$ cat config.mk
export PLATFORM = sky130hd
export DESIGN_NAME = uart_tx_flat
export DESIGN_NICKNAME = d
export VERILOG_FILES = /design/src/rtl/uart_pkg.sv /design/src/rtl/uart_tx_if.sv /design/src/rtl/uart_tx_fifo.sv /design/src/rtl/uart_tx.sv /design/src/flat_wrapper.sv
export SDC_FILE = /design/constraint.sdc
export NUM_CORES = 1
export LEC_CHECK = 0
export ABC_AREA = 1
export CAP_MARGIN = 25
export CORE_MARGIN = 2
export CORE_UTILIZATION = 65
export CTS_BUF_LIST = sky130_fd_sc_hd__clkbuf_4 sky130_fd_sc_hd__clkbuf_8
export DETAILED_ROUTE_END_ITERATION = 16
export GPL_TIMING_DRIVEN = 0
export HOLD_SLACK_MARGIN = 0.02
export PLACE_DENSITY = 0.87
export REMOVE_ABC_BUFFERS = 1
export SYNTH_ARGS = -nofsm -noshare
export SYNTH_HDL_FRONTEND = slang
export SYNTH_HIERARCHICAL = 1
export SYNTH_SLANG_ARGS = --single-unit
$ cat constraint.sdc
create_clock -name hclk -period 5.95 [get_ports hclk]
set_clock_uncertainty 0.15 [all_clocks]
set_input_delay 1.19 -clock hclk [delete_from_list [all_inputs] [get_ports hclk]]
set_output_delay 1.19 -clock hclk [all_outputs]
set_load 0.01 [all_outputs]
$ cat src/rtl/uart_pkg.sv
// Shared UART constants and serialiser state encodings.
// Build option: UART_TX_PARITY_EN adds the PARITY state and even-parity helper.
package uart_pkg;

    localparam int UART_DATA_BITS  = 8;
    localparam int UART_DIV_W      = 16;
    localparam int UART_FIFO_DEPTH = 4;

    typedef logic [2:0] uart_state_t;

    localparam uart_state_t ST_IDLE   = 3'd0;
    localparam uart_state_t ST_START  = 3'd1;
    localparam uart_state_t ST_DATA   = 3'd2;
    localparam uart_state_t ST_STOP   = 3'd3;
`ifdef UART_TX_PARITY_EN
    localparam uart_state_t ST_PARITY = 3'd4;

    function automatic logic even_parity(input logic [UART_DATA_BITS-1:0] d);
        return ^d;
    endfunction
`endif

endpackage

$ cat src/rtl/uart_tx_if.sv
// Byte handshake between the upstream register block and the UART transmitter.
// A byte moves on any hclk edge where tx_valid and tx_ready are both high.
interface uart_tx_if;
    import uart_pkg::*;

    logic                      tx_valid;
    logic [UART_DATA_BITS-1:0] tx_data;
    logic                      tx_ready;

    modport master (output tx_valid, output tx_data, input tx_ready);
    modport slave  (input tx_valid, input tx_data, output tx_ready);

endinterface

$ cat src/rtl/uart_tx_fifo.sv
// Purpose: byte FIFO in front of the serialiser, head entry presented from storage.
// Latency: a pushed byte is visible at head_dat one edge after the push.
// Backpressure: push is ignored while full; pop is ignored while empty.
module uart_tx_fifo
    import uart_pkg::*;
#(
    parameter int DEPTH = UART_FIFO_DEPTH
) (
    input  logic                      hclk,
    input  logic                      hreset,
    input  logic                      push,
    input  logic [UART_DATA_BITS-1:0] push_dat,
    input  logic                      pop,
    output logic [UART_DATA_BITS-1:0] head_dat,
    output logic                      full,
    output logic                      empty
);

    localparam int AW = (DEPTH > 1) ? $clog2(DEPTH) : 1;

    logic [UART_DATA_BITS-1:0] mem [DEPTH];
    logic [AW-1:0]             wr_ptr;
    logic [AW-1:0]             rd_ptr;
    logic [AW:0]               count;
    logic                      do_push;
    logic                      do_pop;

    assign do_push  = push && !full;
    assign do_pop   = pop && !empty;
    assign full     = (count == (AW+1)'(DEPTH));
    assign empty    = (count == '0);
    assign head_dat = mem[rd_ptr];

    // Pointers wrap naturally because DEPTH is a power of two.
    always_ff @(posedge hclk) begin
        if (hreset) begin
            wr_ptr <= '0;
            rd_ptr <= '0;
            count  <= '0;
        end else begin
            if (do_push) begin
                mem[wr_ptr] <= push_dat;
                wr_ptr      <= wr_ptr + AW'(1);
            end
            if (do_pop) begin
                rd_ptr <= rd_ptr + AW'(1);
            end
            case ({do_push, do_pop})
                2'b10:   count <= count + (AW+1)'(1);
                2'b01:   count <= count - (AW+1)'(1);
                default: count <= count;
            endcase
        end
    end

endmodule

$ cat src/rtl/uart_tx.sv
// Purpose: 8N1 UART transmitter (8E1 when UART_TX_PARITY_EN is defined) fed by a byte FIFO.
// Latency: byte accepted on edge N into an idle, empty block drives the start bit from edge N+2.
// Backpressure: tx_ready drops while the FIFO is full; bit period is div+1 hclk cycles.
module uart_tx
    import uart_pkg::*;
#(
    parameter int FIFO_DEPTH = UART_FIFO_DEPTH
) (
    input  logic                  hclk,
    input  logic                  hreset,
    uart_tx_if.slave              bus,
    input  logic [UART_DIV_W-1:0] div,
    output logic                  txd,
    output logic                  tx_full,
    output logic                  tx_empty
);

    uart_state_t               state;
    logic [UART_DIV_W-1:0]     div_q;
    logic [UART_DIV_W-1:0]     baud_cnt;
    logic [2:0]                bit_cnt;
    logic [UART_DATA_BITS-1:0] shreg;
    logic                      txd_nxt;
    logic                      bit_end;
    logic                      fifo_pop;
    logic                      fifo_full;
    logic                      fifo_empty;
    logic [UART_DATA_BITS-1:0] fifo_head;
`ifdef UART_TX_PARITY_EN
    logic                      parity_q;
`endif

    uart_tx_fifo #(
        .DEPTH    (FIFO_DEPTH)
    ) u_fifo (
        .hclk     (hclk),
        .hreset   (hreset),
        .push     (bus.tx_valid),
        .push_dat (bus.tx_data),
        .pop      (fifo_pop),
        .head_dat (fifo_head),
        .full     (fifo_full),
        .empty    (fifo_empty)
    );

    assign bus.tx_ready = !fifo_full;
    assign tx_full      = fifo_full;
    assign tx_empty     = fifo_empty && (state == ST_IDLE);
    assign fifo_pop     = (state == ST_IDLE) && !fifo_empty;
    assign bit_end      = (baud_cnt == div_q);

    // txd is registered from the current state, so the line trails the FSM by one
    // cycle uniformly; every bit still lasts exactly div_q+1 cycles.
    always_comb begin
        txd_nxt = 1'b1;
        case (state)
            ST_START:  txd_nxt = 1'b0;
            ST_DATA:   txd_nxt = shreg[0];
`ifdef UART_TX_PARITY_EN
            ST_PARITY: txd_nxt = parity_q;
`endif
            default:   txd_nxt = 1'b1;
        endcase
    end

    always_ff @(posedge hclk) begin
        if (hreset) begin
            state    <= ST_IDLE;
            div_q    <= '0;
            baud_cnt <= '0;
            bit_cnt  <= '0;
            shreg    <= '0;
            txd      <= 1'b1;
`ifdef UART_TX_PARITY_EN
            parity_q <= 1'b0;
`endif
        end else begin
            txd <= txd_nxt;
            case (state)
                ST_IDLE: begin
                    if (!fifo_empty) begin
                        shreg    <= fifo_head;
                        div_q    <= div;
                        baud_cnt <= '0;
                        bit_cnt  <= '0;
                        state    <= ST_START;
`ifdef UART_TX_PARITY_EN
                        parity_q <= even_parity(fifo_head);
`endif
                    end
                end
                ST_START: begin
                    if (bit_end) begin
                        baud_cnt <= '0;
                        state    <= ST_DATA;
                    end else begin
                        baud_cnt <= baud_cnt + UART_DIV_W'(1);
                    end
                end
                ST_DATA: begin
                    if (bit_end) begin
                        baud_cnt <= '0;
                        shreg    <= shreg >> 1;
                        bit_cnt  <= bit_cnt + 3'd1;
                        if (bit_cnt == 3'd7) begin
`ifdef UART_TX_PARITY_EN
                            state <= ST_PARITY;
`else
                            state <= ST_STOP;
`endif
                        end
                    end else begin
                        baud_cnt <= baud_cnt + UART_DIV_W'(1);
                    end
                end
`ifdef UART_TX_PARITY_EN
                ST_PARITY: begin
                    if (bit_end) begin
                        baud_cnt <= '0;
                        state    <= ST_STOP;
                    end else begin
                        baud_cnt <= baud_cnt + UART_DIV_W'(1);
                    end
                end
`endif
                ST_STOP: begin
                    if (bit_end) begin
                        baud_cnt <= '0;
                        state    <= ST_IDLE;
                    end else begin
                        baud_cnt <= baud_cnt + UART_DIV_W'(1);
                    end
                end
                default: state <= ST_IDLE;
            endcase
        end
    end

endmodule
$ cat src/flat_wrapper.sv
// flat-port wrapper written by rule: the top's interface ports become plain ports
module uart_tx_flat import uart_pkg::*;
#(
    parameter int FIFO_DEPTH = UART_FIFO_DEPTH
)
  (hclk, hreset, div, txd, tx_full, tx_empty, bus_tx_valid, bus_tx_data, bus_tx_ready);
  uart_tx_if bus_i ();
  input  logic hclk;
  input  logic hreset;
  input  logic [UART_DIV_W-1:0] div;
  output logic txd;
  output logic tx_full;
  output logic tx_empty;
  input wire logic [$bits(bus_i.tx_valid)-1:0] bus_tx_valid;
  input wire logic [$bits(bus_i.tx_data)-1:0] bus_tx_data;
  output wire logic [$bits(bus_i.tx_ready)-1:0] bus_tx_ready;
  assign bus_i.tx_valid = bus_tx_valid;
  assign bus_i.tx_data = bus_tx_data;
  assign bus_tx_ready = bus_i.tx_ready;
  uart_tx #(.FIFO_DEPTH(FIFO_DEPTH)) u_core (.hclk(hclk), .hreset(hreset), .bus(bus_i), .div(div), .txd(txd), .tx_full(tx_full), .tx_empty(tx_empty));
endmodule
==> flow_summary.ini <==
[outcome]
outcome = finished clean

[cts]
cts-hold-fix-buffers = 0
tritoncts = yes
postCtsSetupBuffers = 0
clock_tree.htree_level_count = 3
ctsRootBufferMaster = sky130_fd_sc_hd__clkbuf_8
clk_path_buf_depth = 2
insertion_delay_ps = 360
cts_num_sinks = 87
total_cts_buffers = 9
worst_setup_hold_path_clk_slew_ps = 90
post_cts_resize_count = 0

[yosys]
synth.most_common_cell = sky130_fd_sc_hd__nand2_1
synth_top_cells_by_count = sky130_fd_sc_hd__nand2_1, sky130_fd_sc_hd__nor2_1, sky130_fd_sc_hd__dfxtp_1, sky130_fd_sc_hd__inv_1, sky130_fd_sc_hd__a21oi_1
synth-edff-count = 32
seq_total_area_yosys = 0.4889
post_synth_num_cell_types = 31
postSynth.asyncResetShare = 0
ys_ff_latch = 87
synth_warnings = 6
yosysTopAreaCell = sky130_fd_sc_hd__dfxtp_1
dominantRegCellSynth = sky130_fd_sc_hd__dfxtp_1
yosys.area.top_type_share = 0.2611
synth.top_cells.by_area = sky130_fd_sc_hd__dfxtp_1, sky130_fd_sc_hd__edfxtp_1, sky130_fd_sc_hd__nand2_1
synthesis.area_mm2 = 0.004218
postSynthAreaPerCell_um2 = 7.928
postSynthCellCount = 532

[route]
ant_nets = 0
post_detailed_route_wirelength_per_cell_um = 13.05
number_of_drc_markers_in_iteration_0 = 225
wl_mm = 8.337
drc_errors = 0
route.met3.wl_um = 501
vias = 3468
wl_met1_mm = 3.678
met2_length_mm = 4.043
topRoutingLayerUsed = met4
routed_via_density = 5.427
initial_drt_pass_iterations = 5

[die]
fp.coreArea_mm2 = 0.006314
die-height_um = 84.56
start_util = 0.6681
die_width_um = 84.56
design.portCount = 31
design.die.area_mm2 = 0.007150
fp-row-count = 29

[critical_path]
cp-start-kind = register
cp.required_ps = 4610
setup.worst_path.class = register to output port
crit_path_end_kind = output port
cp_data_arrival_time_ps = 2270
worstPathMaxFanout = 17

[global_route]
grt_pass1_vias = 3251
grt_use_total = 0.2434
grt.overflow.total = 0
largest_net_degree_at_the_start_of_global_routing = 33
grt_first_pass_wirelength_mm = 13.98
initial_antenna_violation_count = 0

[sta]
tns_ps = 0
timing.slew.headroom = 0.3998
achievable-frequency_ghz = 0.2769
tightest_slew_ps = 899.3
final_min_period_over_clock_period = 0.6070
slew_violations = 0
hold_viol = 0
finalCriticalPeriod_ps = 3611
finalHoldWorstSlack_ps = 325.0
grt_setup_unrepaired = no
finalSetupViolations = 0

[placement]
place_inst = 623
detailed_placer_s_ending_hpwl_mm = 5.761
post_dp_cell_area_mm2 = 0.004524
buffer_ports.inserted = 30
routability_congestion_estimate_from_global_placement = 0.8538

[layout]
layout_cells_sized_above_1 = 0.07117
layoutNonFillerInstCount = 639
number_of_diodes = 0
layout-area-overhead-vs-synth_pct = 11.66
layout.cell_area.non_filler_mm2 = 0.004710
num-nets-final = 597

[power_and_ir_drop]
vdd_ir_drop_max_uv = 367.0
power.density_cell_area_mw_per_mm2 = 428.7
report.power.total_mw = 2.019
static_leak_nw = 1.887

[run]
drv_cap = 0

[worst_hold_path]
holdCritPathClass = register to register
through the flow:
stage	worst slack (ps)	util
2_1_floorplan	3430	-
3_3_place_gp	2332	0.7148
3_5_place_dp	2326	0.7166
4_1_cts	2353	0.7459
5_1_grt	2184	0.7459
6_report	2339	0.7459
final cells by class:
cell class                      instances  area, um2
Sequential cell                        87       2062
Multi-Input combinational cell        363       1810
Fill cell                             463       1604
Timing Repair Buffer                   31      311.5
Inverter                               65      244.0
Clock buffer                           10      131.4
Tap cell                               77      96.34
Clock inverter                          6      53.80
worst max-delay path, cell delays in order, from the launching register on:
cell and delay, ps:
sky130_fd_sc_hd__dfxtp_1 380, sky130_fd_sc_hd__inv_1 90, sky130_fd_sc_hd__ha_1 220, sky130_fd_sc_hd__nand2_1 130, sky130_fd_sc_hd__clkinv_1 460, sky130_fd_sc_hd__clkdlybuf4s50_1 640
cells in the final DEF, fill, tap and decap left out, drive strengths merged:
| master | instances |
|---|---|
| nand2 | 127 |
| nor2 | 74 |
| inv | 66 |
| dfxtp | 55 |
| a21oi | 48 |
| o21ai | 36 |
| edfxtp | 32 |
| clkdlybuf4s50 | 30 |
| nand3 | 29 |
| ha | 12 |
| xor2 | 10 |
| clkbuf | 10 |
| o22ai | 8 |
| mux2i | 7 |
| nand4 | 6 |
| clkinv | 4 |
| nor3 | 3 |
| clkinvlp | 1 |
| or2 | 1 |
| buf | 1 |
| nand3b | 1 |
| fa | 1 |
registers in the layout, summed over array words and instances (netlist names), named ones only:
signal,cells
u_core/u_fifo/count,3
u_core/u_fifo/mem,32
u_core/shreg,8
u_core/div_q,16
u_core/state,2
u_core/txd,1
u_core/bit_cnt,3
u_core/u_fifo/wr_ptr,2
u_core/baud_cnt,16
u_core/u_fifo/rd_ptr,2
final timing paths:
kind,startpoint,endpoint,slack [ps],cells past startpoint
setup / recovery,u_core/state[0],tx_empty,2340,5
hold / removal,u_core/div_q[13],u_core/div_q[13],320,2
setup reg to reg,u_core/state[1],u_core/u_fifo/count[2],3060,15
hold reg to reg,u_core/div_q[13],u_core/div_q[13],320,2
kinds of logic after synthesis:
kind of cell    count (synthesis)  synth area share
xor+xnor                       10           0.02076
fa+ha+maj                      13           0.04034
flops                          87            0.4889
mux                             7           0.01661
buf+inv                        82           0.08187
simple gates                  241            0.2373
compound gates                 92            0.1142
report_power, final:
part           switching (mW)  total, mW  internal (mW)
Clock                   0.220      0.384          0.164
Combinational           0.523      0.816          0.293
Sequential             0.0816      0.820          0.738
routing by layer:
| layer | vias up | global-route usage |
|---|---|---|
| li1 | 1770 | - |
| met1 | 1582 | 0.3027 |
| met2 | 105 | 0.4109 |
| met3 | 11 | 0.06981 |
| met4 | 0 | 0.07792 |
| met5 | - | 0 |
Power figures use the tool's default switching activity.
==> RTL edit (config.mk and constraints unchanged) <==
`UART_DIV_W`: 16 -> 24.
--- a/src/rtl/uart_pkg.sv
+++ b/src/rtl/uart_pkg.sv
@@ -5,3 +5,3 @@
     localparam int UART_DATA_BITS  = 8;
-    localparam int UART_DIV_W      = 16;
+    localparam int UART_DIV_W      = 24;
     localparam int UART_FIFO_DEPTH = 4;
Interface: changed (resized div); port bits go from 31 to 39. No check against the original RTL was run, so the function may have changed too.
==> RTL edit against the unedited design <==
Design area increased by 23%; fmax up 12%; setup slack better by 390 ps; power is 18% higher; routed wire length grew 28%; synthesized cell count rose by 28%; synthesized area increased by 22%; sequential cell count rose by 16; largest power group is now combinational logic.
==> RTL edit: results (changes against the unedited design) <==
grt_use_met2_pct: 47.3  # was 41.1%
n_fill_cell: 588  # was 463
worstPathArrival_ps: 1890  # was 2270 ps
yosysSeqAreaShare_pct: 46.4  # was 48.9%
clk_latency_ps: 380  # was 360 ps
first_iter_violations: 265  # was 225
top_regs: "u_core/u_fifo/mem x32, u_core/baud_cnt x24, u_core/div_q x24"  # was u_core/u_fifo/mem x32, u_core/baud_cnt x16, u_core/div_q x16
grt_pass1_wl_um: 18100  # was 14000 um
grt_usage_pct: 26.1  # was 24.3%
postCtsSetupBuffers: 0  # unchanged
ctsResizeCount: 0  # unchanged
path_max_fanout: 4  # was 17
viasPerCell: 5.31  # was 5.43
nets: 761  # was 597
wirelength_um: 10700  # was 8340 um
clk_pin_slew_worst_paths_ps: 110  # was 90 ps
hpwl_um: 7490  # was 5760 um
hold_depth: 2  # unchanged
gr-usage-met3_pct: 4.07  # was 6.98%
grt_max_degree: 46  # was 33
synthTopCellsByArea: "dfxtp_1 28%, edfxtp_1 19%, nand2_1 12%"  # was dfxtp_1 26%, edfxtp_1 23%, nand2_1 11%
ys_top_cells_by_count: "170 x nand2_1, 96 x nor2_1, 75 x inv_1"  # was 123 x nand2_1, 70 x nor2_1, 55 x dfxtp_1
grt_util_met1_pct: 30.0  # was 30.3%
gp_congestion: 0.893  # was 0.854
grt_pass1_vias: 4223  # was 3251
drive_gt1_share_pct: 7.39  # was 7.12%
place_ws_ps: 1890  # was 2330 ps
vdd.ir_drop.worst_mv: 0.227  # was 0.367 mV
worstMarginPinSlew_ps: 795  # was 899 ps
status: "finished clean"  # unchanged
cellLeakagePower_nw: 2.32  # was 1.89 nW
RTL edit: logic make-up (layout without fill, tap and decap cells):
family	after synthesis	count (layout)	synth area share (%)
AO/OA/AOI/OAI	107	107	10.9
buffers and inverters	103	140	8.24
flip-flops	103	103	46.4
XOR/XNOR	16	16	2.73
AND/OR/NAND/NOR	330	330	26.8
multiplexers	7	7	1.37
adder cells (fa/ha/maj)	14	14	3.56
RTL edit: path summary, 6_finish.rpt:
| kind | start | to | slack (ps) |
|---|---|---|---|
| min reg2reg | u_core/div_q[15] | u_core/div_q[15] | 320 |
| max reg2reg | u_core/state[1] | u_core/u_fifo/count[2] | 3100 |
| max | u_core/u_fifo/count[1] | tx_empty | 2720 |
| min | u_core/div_q[15] | u_core/div_q[15] | 320 |
RTL edit: worst max-delay path: stages (launching register included):
cell             delay (ps)
dfxtp_1                 350
nor2_2                  180
nand2_2                 110
inv_1                   130
nand2_1                  90
inv_1                   100
clkdlybuf4s50_1         540
RTL edit: metrics by stage:
stage / cell area, sq um / std cells
floorplan: 5020 / 660
global placement: 5530 / 800
detailed placement: 5540 / 801
CTS: 5750 / 817
global route: 5800 / 819
finish: 5800 / 819
RTL edit: final cells by class:
type | count | area (sq um) | area share [%]
clock buffers | 9 | 124 | 2.13
clock inverters | 7 | 83.8 | 1.44
inverters | 83 | 312 | 5.37
multi-input cells | 474 | 2330 | 40.1
flip-flops and latches | 103 | 2380 | 41.1
well taps | 102 | 128 | 2.20
repair buffers | 41 | 447 | 7.70
RTL edit: routing by layer:
| metal | part of all wire, % | vias to the layer above |
|---|---|---|
| met2 | 52 | 114 |
| met4 | 2.1 | 0 |
| met5 | 0 | - |
| li1 | - | 2236 |
| met3 | 4.7 | 21 |
| met1 | 41 | 1974 |
RTL edit: power by group:
group | total [mW] | switching [mW] | internal [mW] | leakage [nW]
sequential | 0.935 | 0.0840 | 0.851 | 0.873
combinational | 1.01 | 0.651 | 0.357 | 1.34
clock | 0.447 | 0.274 | 0.173 | 0.106
